File: src/rtl/fetch_unit.sv
// Instruction fetch unit: PC -> MAR -> memory read -> MDR -> IR, with decode handshake.
// Optional memory-wait timeout is enabled by defining FETCH_TIMEOUT_EN.
module fetch_unit #(
    parameter logic [15:0] RESET_PC       = 16'h3000,
    parameter int unsigned TIMEOUT_CYCLES = 16
) (
    input  logic        CLK,
    input  logic        RST_N,
    output logic        MEM_REQ,
    output logic [15:0] MEM_ADDR,
    input  logic        MEM_ACK,
    input  logic [15:0] MEM_RDATA,
    output logic [15:0] INSTRUCTION,
    output logic        IR_VALID,
    input  logic        IR_READY,
    input  logic        PC_LD,
    input  logic [15:0] PC_IN,
    output logic [15:0] PC,
    output logic        MAR_LE,
    output logic        MDR_LE,
    output logic        PC_LE,
    output logic        IR_LE,
    output logic        FETCH_ERR
);

    localparam int unsigned TMO_W = $clog2(TIMEOUT_CYCLES + 1);

`ifdef FETCH_TIMEOUT_EN
    localparam bit TMO_EN = 1'b1;
`else
    // Timeout path is folded away: counter never advances, S_ERR is never entered.
    localparam bit TMO_EN = 1'b0;
`endif

    typedef enum logic [2:0] {
        S_ADDR = 3'd0,
        S_REQ  = 3'd1,
        S_LOAD = 3'd2,
        S_HOLD = 3'd3,
        S_ERR  = 3'd4
    } state_t;

    state_t             r_state;
    state_t             w_next;
    logic [15:0]        r_pc;
    logic [15:0]        r_mar;
    logic [15:0]        r_mdr;
    logic [15:0]        r_ir;
    logic               r_mem_req;
    logic               r_ir_valid;
    logic               r_mar_le;
    logic               r_mdr_le;
    logic               r_pc_le;
    logic               r_ir_le;
    logic               r_err;
    logic               r_redir;
    logic [TMO_W-1:0]   r_tmo_cnt;

    logic               w_mar_ld;
    logic               w_mdr_ld;
    logic               w_pc_inc;
    logic               w_pc_redir;
    logic               w_ir_ld;
    logic               w_err_set;
    logic               w_err_clr;
    logic               w_tmo_hit;

    assign w_tmo_hit = TMO_EN && (r_tmo_cnt == TMO_W'(TIMEOUT_CYCLES - 1));

    // Next-state and register-load decode.
    always_comb begin
        w_next     = r_state;
        w_mar_ld   = 1'b0;
        w_mdr_ld   = 1'b0;
        w_pc_inc   = 1'b0;
        w_pc_redir = 1'b0;
        w_ir_ld    = 1'b0;
        w_err_set  = 1'b0;
        w_err_clr  = 1'b0;
        case (r_state)
            S_ADDR: begin
                if (PC_LD) begin
                    w_pc_redir = 1'b1;
                    w_next     = S_ADDR;
                end else begin
                    w_mar_ld = 1'b1;
                    w_next   = S_REQ;
                end
            end
            S_REQ: begin
                // A redirect never aborts the bus read; it only discards the data.
                if (PC_LD) begin
                    w_pc_redir = 1'b1;
                end
                if (MEM_ACK) begin
                    if (PC_LD || r_redir) begin
                        w_next = S_ADDR;
                    end else begin
                        w_mdr_ld = 1'b1;
                        w_pc_inc = 1'b1;
                        w_next   = S_LOAD;
                    end
                end else if (w_tmo_hit) begin
                    w_err_set = 1'b1;
                    w_next    = S_ERR;
                end
            end
            S_LOAD: begin
                if (PC_LD) begin
                    w_pc_redir = 1'b1;
                    w_next     = S_ADDR;
                end else begin
                    w_ir_ld = 1'b1;
                    w_next  = S_HOLD;
                end
            end
            S_HOLD: begin
                if (PC_LD) begin
                    w_pc_redir = 1'b1;
                    w_next     = S_ADDR;
                end else if (IR_READY) begin
                    w_next = S_ADDR;
                end
            end
            S_ERR: begin
                if (PC_LD) begin
                    w_pc_redir = 1'b1;
                    w_err_clr  = 1'b1;
                    w_next     = S_ADDR;
                end
            end
            default: w_next = S_ADDR;
        endcase
    end

    // State, datapath registers and registered outputs.
    always_ff @(posedge CLK) begin
        if (!RST_N) begin
            r_state    <= S_ADDR;
            r_pc       <= RESET_PC;
            r_mar      <= 16'h0000;
            r_mdr      <= 16'h0000;
            r_ir       <= 16'h0000;
            r_mem_req  <= 1'b0;
            r_ir_valid <= 1'b0;
            r_mar_le   <= 1'b0;
            r_mdr_le   <= 1'b0;
            r_pc_le    <= 1'b0;
            r_ir_le    <= 1'b0;
            r_err      <= 1'b0;
            r_redir    <= 1'b0;
            r_tmo_cnt  <= '0;
        end else begin
            r_state <= w_next;
            if (w_mar_ld) begin
                r_mar <= r_pc;
            end
            if (w_mdr_ld) begin
                r_mdr <= MEM_RDATA;
            end
            if (w_pc_redir) begin
                r_pc <= PC_IN;
            end else if (w_pc_inc) begin
                r_pc <= r_pc + 16'd1;
            end
            if (w_ir_ld) begin
                r_ir <= r_mdr;
            end
            r_mem_req  <= (w_next == S_REQ);
            r_ir_valid <= (w_next == S_HOLD);
            r_mar_le   <= w_mar_ld;
            r_mdr_le   <= w_mdr_ld;
            r_pc_le    <= w_pc_inc | w_pc_redir;
            r_ir_le    <= w_ir_ld;
            if (w_err_set) begin
                r_err <= 1'b1;
            end else if (w_err_clr) begin
                r_err <= 1'b0;
            end
            // Remember a redirect seen while the read is still outstanding.
            r_redir <= (w_next == S_REQ) && (r_redir || ((r_state == S_REQ) && PC_LD));
            if (TMO_EN && (r_state == S_REQ) && !MEM_ACK && !w_tmo_hit) begin
                r_tmo_cnt <= r_tmo_cnt + TMO_W'(1);
            end else begin
                r_tmo_cnt <= '0;
            end
        end
    end

    assign MEM_REQ     = r_mem_req;
    assign MEM_ADDR    = r_mar;
    assign INSTRUCTION = r_ir;
    assign IR_VALID    = r_ir_valid;
    assign PC          = r_pc;
    assign MAR_LE      = r_mar_le;
    assign MDR_LE      = r_mdr_le;
    assign PC_LE       = r_pc_le;
    assign IR_LE       = r_ir_le;
    assign FETCH_ERR   = r_err;

endmodule
File: config.mk
export PLATFORM = sky130hd
export DESIGN_NAME = fetch_unit
export DESIGN_NICKNAME = d
export VERILOG_FILES = /design/src/rtl/fetch_unit.sv
export SDC_FILE = /design/constraint.sdc
export NUM_CORES = 1
export LEC_CHECK = 0
export ABC_AREA = 1
export BUFFER_PORTS_ARGS = -buffer_cell sky130_fd_sc_hd__buf_2
export CORE_ASPECT_RATIO = 0.9
export CORE_MARGIN = 2
export CORE_UTILIZATION = 42
export DETAILED_ROUTE_END_ITERATION = 8
export PLACE_DENSITY_LB_ADDON = 0.05
export SKIP_LAST_GASP = 1
export SYNTH_ARGS = -nofsm -noshare
export SYNTH_HDL_FRONTEND = slang
export SYNTH_SLANG_ARGS = --single-unit
export TNS_END_PERCENT = 10
File: constraint.sdc
create_clock -name CLK -period 1.5 [get_ports CLK]
set_input_delay 0.075 -clock CLK [delete_from_list [all_inputs] [get_ports CLK]]
set_output_delay 0.075 -clock CLK [all_outputs]
set_load 0.02 [all_outputs]
==> run metrics, run 1 <==
drt pass-1 iters=5; Yosys top cell area share=0.472; CP Max Fanout=8; DP HPWL=6.23 mm; total wire length=8.74 mm; syn_area_per_cell=approximately 7.3 um2; Mapped Nets=467; Syn-to-layout area delta=33.8%; Wirelength per Cell=around 13 um; Setup WS post-layout=about 22 ps; Net Sw Frac=0.277; Comb pwr share=0.155; slowest stage delay, CP=320 ps; EDFF count, synth=0; Root Driver=clkbuf_8; most frequent cells after synthesis=112 x nor2_1, 74 x dfxtp_1, 68 x nand2_1; Worst Setup End Kind=flip-flop; synthesized flop and latch total=74; VDD IR max=0.000550 V; cell area after synthesis=3140 um2; GPL Wtd Cong=0.922; Port Buffer Count=90; Ys Warns=0; Filler Cell Count=724; Slew Limit Fails=0; grt ovf=0; clk sinks=74; Clock Pin Slew Worst Setup and Hold Paths=80 ps; Setup CP Type=reg -> reg; number of routed nets with antenna violations=0; Crit path required time=1720 ps; cell with the most instances after synthesis=nor2_1; sequential area share after synthesis=0.472; post-layout total power=4.35 mW; largest net degree at the start of global routing=28; top-level I/O count=92; die height=about 86 um; hold path cells=3; Worst-Skew Late Latency=~340 ps; die area=8180 um2; Final Hold Vio Count=0; Final min period=1480 ps; Vias/cell=4.90; Pint=3.14 mW; CTS H-tree depth=3; switching power=1.20 mW; startpoint types=flip-flop; Worst path slowest cell=dfxtp_1; DRC=0; status=finished clean; total CTS buffers=9; first-pass GRT wire length=approximately 14 mm; PwrDens=1030 nW/um2; ant diodes=0; Fmax=676 MHz; vias in the first global route=between 2k and 3k; top_reg_cell synth=dfxtp_1; CTS tree=built; Post-Synth XOR/XNOR Area=0.00558; Bufs on Longest Clock Path=2; post-synthesis mux area share=0; sequential power share=0.492; Lkg Pwr=1.99 nW; cell taking the most area after synthesis=dfxtp_1; Core Rows=29; compound-gate portion of the synthesized area=0.147; GRT Total Usage=0.225; Period Utilization, post-route=0.986; share of cells above drive strength 1=0.302; Die Wd=95.1 um; cells after synthesis=~430; adder-cell share of the synthesized area=0.00399; share of flip-flops with an asynchronous set or reset=0; core region area=around 7100 um2; Worst Hold Class=in -> reg; Vias=3192; WP data arrival=about 1700 ps; RSZ-0062 raised after global routing=true; starting density of the core=0.439; main combinational cell family by area after synthesis=simple AND/OR/NAND/NOR gates; initial antenna violation count=0; Clk pwr share=0.352; initial detailed-routing violation count=168; CP cell instances=buf_4, nor2_2, o21ai_4, buf_4, nand2_4, clkinv_4, nand2_1, nand2_1, nor2_1, nor2_1; DP Worst Slack=1.59 ps; Post-Synth Simple-Gate Area=0.291; maxcap violations=0; # setup viols final=0; unique cell type count in the Yosys netlist=36; Final nets=roughly 590; top post-synthesis cells by area=dfxtp_1 47%, nor2_1 13%, o21ai_0 8.9%; clk_skew=between 7 and 8 ps; Worst R2R Path Depth=10
## cells in the final DEF, fill, tap and decap left out
master / Yosys / routed
a211oi_2: 1 / 1
a21oi_1: 17 / 17
a21oi_2: 2 / 2
a31oi_1: 3 / 3
buf_12: 0 / 2
buf_2: 4 / 90
buf_4: 2 / 30
bufinv_16: 0 / 1
clkbuf_8: 0 / 10
clkinv_1: 1 / 1
clkinv_2: 0 / 3
clkinv_4: 1 / 1
conb_1: 1 / 1
dfxtp_1: 74 / 71
dfxtp_2: 0 / 3
dlygate4sd3_1: 0 / 14
ha_1: 1 / 1
inv_1: 21 / 21
inv_2: 3 / 3
inv_6: 1 / 3
nand2_1: 68 / 66
nand2_2: 3 / 5
nand2_4: 1 / 1
nand3_1: 19 / 19
nand3_2: 2 / 2
nand4_1: 4 / 4
nor2_1: 112 / 109
nor2_2: 3 / 4
nor2_4: 0 / 2
nor3_2: 2 / 2
nor3_4: 1 / 1
o211ai_1: 2 / 2
o21ai_0: 56 / 56
o21ai_1: 3 / 3
o21ai_4: 1 / 1
or2_2: 2 / 2
xnor2_1: 1 / 1
xor2_1: 1 / 1
## logic make-up (layout without fill, tap and decap cells)
family	after synthesis	after routing
XOR/XNOR	2	2
AND/OR/NAND/NOR	217	217
flip-flops	74	74
adder cells (fa/ha/maj)	1	1
buffers and inverters	49	179
other	1	1
AO/OA/AOI/OAI	85	85
## area by class of cell
class                   count  area, um2  share of cell area
clock buffers              10        138              0.0328
inverters                  28        120              0.0286
flip-flops and latches     74       1490               0.354
repair buffers            136        856               0.204
clock inverters             5       53.8              0.0128
well taps                  93        116              0.0277
multi-input cells         306       1430               0.341
## timing repair
action	in CTS	in global routing
hold buffers	14	0
pin swaps	0	1
endpoints found under the hold margin	14	0
setup endpoints to repair	1	20
resized for setup	1	8
setup buffers	0	3
## final timing paths
path                                             startpoint                     endpoint  slack [ps]
worst max register to register        r_state[0]$_SDFF_PN0_           PC[8]$_SDFFE_PN0P_          20
worst min-delay path                          MEM_RDATA[14]       r_mdr[14]$_SDFFE_PN0P_          10
worst max-delay path                  r_state[0]$_SDFF_PN0_           PC[8]$_SDFFE_PN0P_          20
worst min register to register  INSTRUCTION[4]$_SDFFE_PN0P_  INSTRUCTION[4]$_SDFFE_PN0P_         480
## flip-flops by register name, indices dropped and copies added, names as in the netlist
register     count
MEM_ADDR        16
INSTRUCTION     16
r_state          3
MDR_LE           1
MAR_LE           1
IR_VALID         1
PC_LE            1
r_mdr           16
MEM_REQ          1
IR_LE            1
PC              16
r_redir          1
## per-layer routing
metal / track usage / routed length (um) / vias up
met5: 0 / 0 / -
met4: 0.0738 / 118 / 0
met3: 0.0510 / 551 / 10
met2: 0.344 / 3780 / 97
met1: 0.313 / 4280 / 1456
li1: - / - / 1629
## critical path, delay by kind of cell (launching register included)
family	cells	cell delay, ps
and+or+nand+nor	6	550
AOI/OAI and AO/OA	1	100
DFF	1	320
buffers and inverters	3	390
## power groups by stage
stage | registers [mW] | clock network, mW | logic [mW]
6_report | 2.14 | 1.53 | 0.675
5_1_grt | 2.15 | 1.66 | 0.748
4_1_cts | 2.14 | 1.58 | 0.664
3_5_place_dp | 2.18 | 0 | 0.634
3_3_place_gp | 2.18 | 0 | 0.629
2_1_floorplan | 2.27 | 0 | 0.285
## through the flow
stage | utilization | hold WS, ps | instances | setup TNS [ps] | cell area [um2]
3_3_place_gp | 0.534 | 324 | 620 | 0 | 3820
5_1_grt | 0.587 | 33.4 | 652 | -275 | 4200
3_5_place_dp | 0.534 | 332 | 620 | 0 | 3820
4_1_cts | 0.581 | 5.14 | 649 | 0 | 4150
6_report | 0.587 | 13.0 | 652 | 0 | 4200
2_1_floorplan | - | 232 | 429 | 0 | 3140
Note: power is estimated with default switching activity, not from simulation.
==> run 2: changes to the inputs <==
--- a/config.mk
+++ b/config.mk
@@ -5,7 +5,6 @@
 export SDC_FILE = /design/constraint.sdc
 export NUM_CORES = 1
 export LEC_CHECK = 0
-export ABC_AREA = 1
 export BUFFER_PORTS_ARGS = -buffer_cell sky130_fd_sc_hd__buf_2
 export CORE_ASPECT_RATIO = 0.9
 export CORE_MARGIN = 2
==> run metrics, run 2 <==
Worst-Skew Late Latency=350 ps (about the same); cell taking the most area after synthesis=dfxtp_1; Placed Cells=565 (-8.9%); Lkg Pwr=1.88 nW (-5.8%); share of flip-flops with an asynchronous set or reset=0 (unchanged); RSZ-0062 raised after global routing=true; initial detailed-routing violation count=130 (-23%); cell area after synthesis=3000 um2 (-4.4%); Mapped Nets=404 (-13%); post-route cell area=4370 um2 (+4.1%); starting density of the core=0.429 (-0.0106); top-level I/O count=92 (unchanged); Period Utilization, post-route=1.05 (+0.0656); maxcap violations=0 (unchanged); most frequent cells after synthesis=106 x nand2_1, 74 x dfxtp_1, 54 x a21oi_1; core region area=7000 um2 (-2.0%); DP Worst Slack=-161 ps (-162 ps); Post-Synth Simple-Gate Area=0.267 (-0.0242); first-pass GRT wire length=13.1 mm (-8.0%); drt pass-1 iters=4 (-1); largest net degree at the start of global routing=21 (-25%); WP data arrival=1810 ps (+110 ps); PwrDens=974 nW/um2 (-5.8%); GRT Total Usage=0.211 (-0.0134); GPL Wtd Cong=0.860 (-6.8%); Worst Hold Class=in -> reg; Final nets=551 (-7.1%); total wire length=8.20 mm (-6.2%); Post-Synth XOR/XNOR Area=0.00584 (+0.000256); Crit path required time=1730 ps (about the same); Slew Limit Fails=0 (unchanged); CTS H-tree depth=3 (unchanged); Worst Setup End Kind=flip-flop; Root Driver=clkbuf_8; adder-cell share of the synthesized area=0.00417 (+0.000183); DP HPWL=5.90 mm (-5.3%); commonest non-fill, non-tap cell in the layout=nand2_1; share of cells above drive strength 1=0.353 (+0.0510); # setup viols final=5 (+5); top post-synthesis cells by area=dfxtp_1 49%, nand2_1 13%, a21oi_1 9.0%; Syn-to-layout area delta=45.6%; Die Wd=93.1 um (-2.1%); main combinational cell family by area after synthesis=simple AND/OR/NAND/NOR gates; cells after synthesis=366 (-15%); synthesized flop and latch total=74 (unchanged); failing checks=negative setup slack; compound-gate portion of the synthesized area=0.174 (+0.0276); Yosys top cell area share=0.494 (+0.0216); Core Rows=29 (unchanged); Wirelength per Cell=13.4 um (+0.12%); clk sinks=74 (unchanged); Setup CP Type=reg -> reg; initial antenna violation count=0 (unchanged); vias in the first global route=2798 (-5.0%); startpoint types=flip-flop; ant diodes=0 (unchanged); most frequent cells in the layout=105 x nand2_1, 90 x buf_2, 64 x dfxtp_1, 54 x a21oi_1, 46 x buf_4; Clock Pin Slew Worst Setup and Hold Paths=80 ps (about the same); die area=7840 um2 (-4.2%); die height=84.2 um (-2.1%); Final Hold Vio Count=0 (unchanged); Vias/cell=4.95 (+1.1%); EDFF count, synth=0 (unchanged); sequential area share after synthesis=0.494 (+0.0216); unique cell type count in the Yosys netlist=47 (+31%); cell with the most instances after synthesis=nand2_1; Fmax=634 MHz (-6.2%); DRC=0 (unchanged); Filler Cell Count=655 (-9.5%); post-synthesis mux area share=0 (unchanged); number of routed nets with antenna violations=0 (unchanged); VDD IR max=0.000547 V (-0.64%); CTS tree=built; status=finished with violations; fin cells=611 (-6.3%); Final min period=1580 ps (+98.3 ps); top_reg_cell synth=dfxtp_1; placed inst area=3850 um2 (+0.82%); CP Max Fanout=11 (+3); total CTS buffers=9 (unchanged); clk_skew=6.21 ps (-1.52 ps); Vias=3025 (-5.2%); Ys Warns=0 (unchanged); Setup WS post-layout=-76.6 ps (-98.3 ps); Bufs on Longest Clock Path=2 (unchanged); Port Buffer Count=90 (unchanged); syn_area_per_cell=8.20 um2 (+12%); grt ovf=0 (unchanged)
==> run 2: changes by cell type in the layout (fill, tap and decap cells not counted), moves of 10 or more <==
cell,before,now
dlygate4sd3_1,14,24
buf_4,30,46
nand2_1,66,105
a21oi_1,17,54
inv_1,21,4
nor2_1,109,14
nand3_1,19,6
o21ai_0,56,9
==> run 2: metal layers <==
| metal | part of all wire | GRT usage |
|---|---|---|
| met1 | 0.47 | 0.285 |
| met5 | 0 | 0 |
| met3 | 0.062 | 0.0655 |
| met2 | 0.46 | 0.339 |
| met4 | 0.0073 | 0.0401 |
==> run 2: where the power goes <==
part	switching (mW)	internal, mW
clock network	0.807	0.798
logic	0.318	0.265
registers	0.0419	2.03
==> run 2: final timing paths <==
| kind | start | to | slack (ps) | cells after the start |
|---|---|---|---|---|
| setup / recovery | r_state[2]$_SDFF_PN0_ | PC[13]$_SDFFE_PN1P_ | -80 | 5 |
| hold / removal | PC_IN[4] | PC[4]$_SDFFE_PN0P_ | 8 | 3 |
| setup reg to reg | r_state[2]$_SDFF_PN0_ | PC[13]$_SDFFE_PN1P_ | -80 | 5 |
| hold reg to reg | r_mdr[0]$_SDFFE_PN0P_ | INSTRUCTION[0]$_SDFFE_PN0P_ | 450 | 2 |
==> run 2: cell type report <==
type                    instances  area, um2  share of cell area
well taps                      93        116              0.0266
flip-flops and latches         74       1510               0.345
inverters                       5       18.8             0.00430
repair buffers                164       1110               0.253
clock inverters                 7       81.3              0.0186
clock buffers                   9        124              0.0284
multi-input cells             259       1410               0.323
==> run 2: worst max-delay path, stage by stage, from the launching register on <==
cell	delay, ps
dfxtp_1	330
buf_4	180
o21ai_2	70
and2_1	200
or4_1	550
o311a_1	130
==> run 2: cells by family after synthesis <==
logic type,count (synthesis)
AO/OA/AOI/OAI,88
AND/OR/NAND/NOR,167
flip-flops,74
adder cells (fa/ha/maj),1
buffers and inverters,33
XOR/XNOR,2
other,1
==> run 2: through the flow <==
stage / util / hold slack (ps) / setup TNS (ps) / power, mW
floorplan: - / 211 / -299 / 2.40
detailed placement: 0.550 / 324 / -1130 / 2.64
global route: 0.624 / 1.55 / -724 / 4.46
global placement: 0.550 / 318 / -621 / 2.63
finish: 0.624 / 7.69 / -272 / 4.26
CTS: 0.618 / 4.01 / -364 / 4.30
==> run 2: repair_timing <==
action                                  CTS  global route
resized for setup                         5             6
hold endpoints to repair                 24             0
pin swaps                                 2             4
endpoints found under the setup margin   19            31
hold buffers                             24             0
cloned                                    0             0
buffers inserted                          3             3
==> run 3: changes to the inputs <==
--- a/config.mk
+++ b/config.mk
@@ -8,8 +8,9 @@
 export BUFFER_PORTS_ARGS = -buffer_cell sky130_fd_sc_hd__buf_2
 export CORE_ASPECT_RATIO = 0.9
 export CORE_MARGIN = 2
-export CORE_UTILIZATION = 42
+export CORE_UTILIZATION = 30
 export DETAILED_ROUTE_END_ITERATION = 8
+export GPL_TIMING_DRIVEN = 0
 export PLACE_DENSITY_LB_ADDON = 0.05
 export SKIP_LAST_GASP = 1
 export SYNTH_ARGS = -nofsm -noshare
==> run metrics, run 3 (synthesis gave the netlist of run 2 again) <==
clk_skew=8.38 ps (+2.17 ps); top-level I/O count=92 (unchanged); worst path bufs/invs=1 (unchanged); Crit path required time=1740 ps (about the same); slowest stage delay, CP=500 ps (-50 ps); VDD IR max=0.000540 V (-1.3%); Worst R2R Path Depth=5 (unchanged); hold path cells=3 (unchanged); Crit path max-delay family=simple AND/OR/NAND/NOR gates; Wirelength per Cell=14.4 um (+7.1%); core region area=9700 um2 (+39%); switching power=1.14 mW (-2.4%); Top Metal Used=met4; status=finished with violations; Period Utilization, post-route=1.10 (+0.0446); Net Sw Frac=0.281 (+0.00659); Fin Setup TNS=-1310 ps (-1040 ps); Filler Cell Count=1024 (+56%); startpoint types=flip-flop; DRC=0 (unchanged); grt ovf=0 (unchanged); register area=1510 um2 (+0.33%); PwrDens=939 nW/um2 (-3.6%); Pint=2.92 mW (-5.5%); Syn-to-layout area delta=44.0%; Setup CP Type=reg -> reg; starting density of the core=0.309 (-0.119); Comb pwr share=0.135 (-0.002); Port Buffer Count=89 (-1.1%); Die Wd=109 um (+18%); Clk pwr share=0.349 (-0.028); Final Hold Vio Count=0 (unchanged); die area=10800 um2 (+38%); CTS tree=built; Slew @ Worst Pin=624 ps; total CTS buffers=9 (unchanged); share of cells above drive strength 1=0.316 (-0.0369); met3 WL=482 um (-4.7%); RSZ-0062 raised after global routing=true; most frequent cells in the layout=106 x nand2_1, 90 x buf_2, 62 x dfxtp_1, 54 x a21oi_1, 27 x dlygate4sd3_1; CTS H-tree depth=3 (unchanged); # setup viols final=17 (+12); ant diodes=0 (unchanged); post-layout total power=4.06 mW (-4.7%); Final min period=1640 ps (+66.9 ps); Worst Setup End Kind=flip-flop; Lkg Pwr=1.80 nW (-4.1%); Setup WS post-layout=-144 ps (-66.9 ps); Final nets=545 (-1.1%); met2 routed wirelength=4.02 mm (+6.2%); total wire length=9.17 mm (+12%); Bufs on Longest Clock Path=2 (unchanged); WP data arrival=1890 ps (+80 ps); drt pass-1 iters=4 (unchanged); Slew Limit Headroom=0.584; Worst path slowest cell=or4_1; largest net degree at the start of global routing=14 (-33%); vias in the first global route=2696 (-3.6%); GRT Total Usage=0.170 (-0.0416); die height=98.9 um (+17%); Root Driver=clkbuf_8; initial detailed-routing violation count=88 (-32%); worst hold slack=21.8 ps (+14.2 ps); Core Rows=34 (+17%); commonest non-fill, non-tap cell in the layout=nand2_1; Worst Hold Class=in -> reg; wl on met1=4.52 mm (+18%); failing checks=negative setup slack; sequential power share=0.516 (+0.030); Worst path depth=5 (unchanged); first-pass GRT wire length=14.0 mm (+7.5%); Worst-Skew Late Latency=350 ps (about the same); Vias/cell=4.72 (-4.7%); Vias=3009 (-0.53%); number of routed nets with antenna violations=0 (unchanged); clk sinks=74 (unchanged); maxcap violations=0 (unchanged); Multi-input gate area=1420 um2 (+0.80%); initial antenna violation count=0 (unchanged); Slew Limit Fails=0 (unchanged); CP Max Fanout=7 (-4); Fmax=608 MHz (-4.1%); GPL Wtd Cong=0.836 (-2.8%); CP cell instances=and4bb_1, buf_6, nand4_4, or4_1, o2111a_1; DP HPWL=6.49 mm (+10%); Clock Pin Slew Worst Setup and Hold Paths=80 ps (about the same)
run 3: changes by cell type in the layout (fill, tap and decap cells not counted), moves of 3 or more:
| cell | before | now |
|---|---|---|
| clkbuf_1 | 0 | 10 |
| buf_4 | 46 | 18 |
| inv_6 | 3 | 0 |
| dlygate4sd3_1 | 24 | 27 |
| clkbuf_4 | 0 | 3 |
| buf_6 | 1 | 7 |
| buf_12 | 3 | 0 |
run 3: tightest hold or removal path, stage by stage:
cell and delay, ps:
buf_2 70, o21ai_0 70, a21oi_1 110
run 3: final timing paths:
check                         startpoint                           end  slack, ps
hold reg to reg   r_mdr[10]$_SDFFE_PN0P_  INSTRUCTION[10]$_SDFFE_PN0P_        450
hold / removal                  PC_IN[7]            PC[7]$_SDFFE_PN0P_         20
setup / recovery   r_state[2]$_SDFF_PN0_           PC[15]$_SDFFE_PN0P_       -140
setup reg to reg   r_state[2]$_SDFF_PN0_           PC[15]$_SDFFE_PN0P_       -140
run 3: per-stage QoR:
step,instances,worst slack (ps),cell area [um2],utilization
finish,638,-144,4320,0.446
global placement,581,-236,3660,0.378
detailed placement,581,-267,3660,0.378
CTS,630,-156,4190,0.432
global route,638,-218,4320,0.446
floorplan,366,-63.4,3060,-
run 3: layout make-up:
cell class	count	share of cell area
Timing Repair Buffer	130	0.189
Clock inverter	6	0.00955
Buffer	28	0.0486
Clock buffer	10	0.0318
Inverter	5	0.00434
Tap cell	126	0.0365
Multi-Input combinational cell	259	0.329
Sequential cell	74	0.350
run 3: what timing repair did:
action,in CTS,in global routing
hold buffers,27,0
pin swaps,1,2
endpoints found under the hold margin,27,0
gates resized for setup,8,33
buffers inserted,6,8
setup endpoints to repair,53,59
run 3: layer usage:
layer  vias to the layer above  track usage
li1                       1544            -
met1                      1382        0.239
met2                        73        0.255
met3                        10       0.0397
met4                         0       0.0565
met5                         -            0
run 3: power by group through the flow:
| stage | clock network [mW] | registers (mW) | logic, mW |
|---|---|---|---|
| after detailed placement | 0 | 2.15 | 0.443 |
| after global placement | 0 | 2.14 | 0.440 |
| after global routing | 1.55 | 2.11 | 0.598 |
| after floorplan | 0 | 2.19 | 0.204 |
| final | 1.42 | 2.09 | 0.547 |
| after CTS | 1.48 | 2.10 | 0.516 |
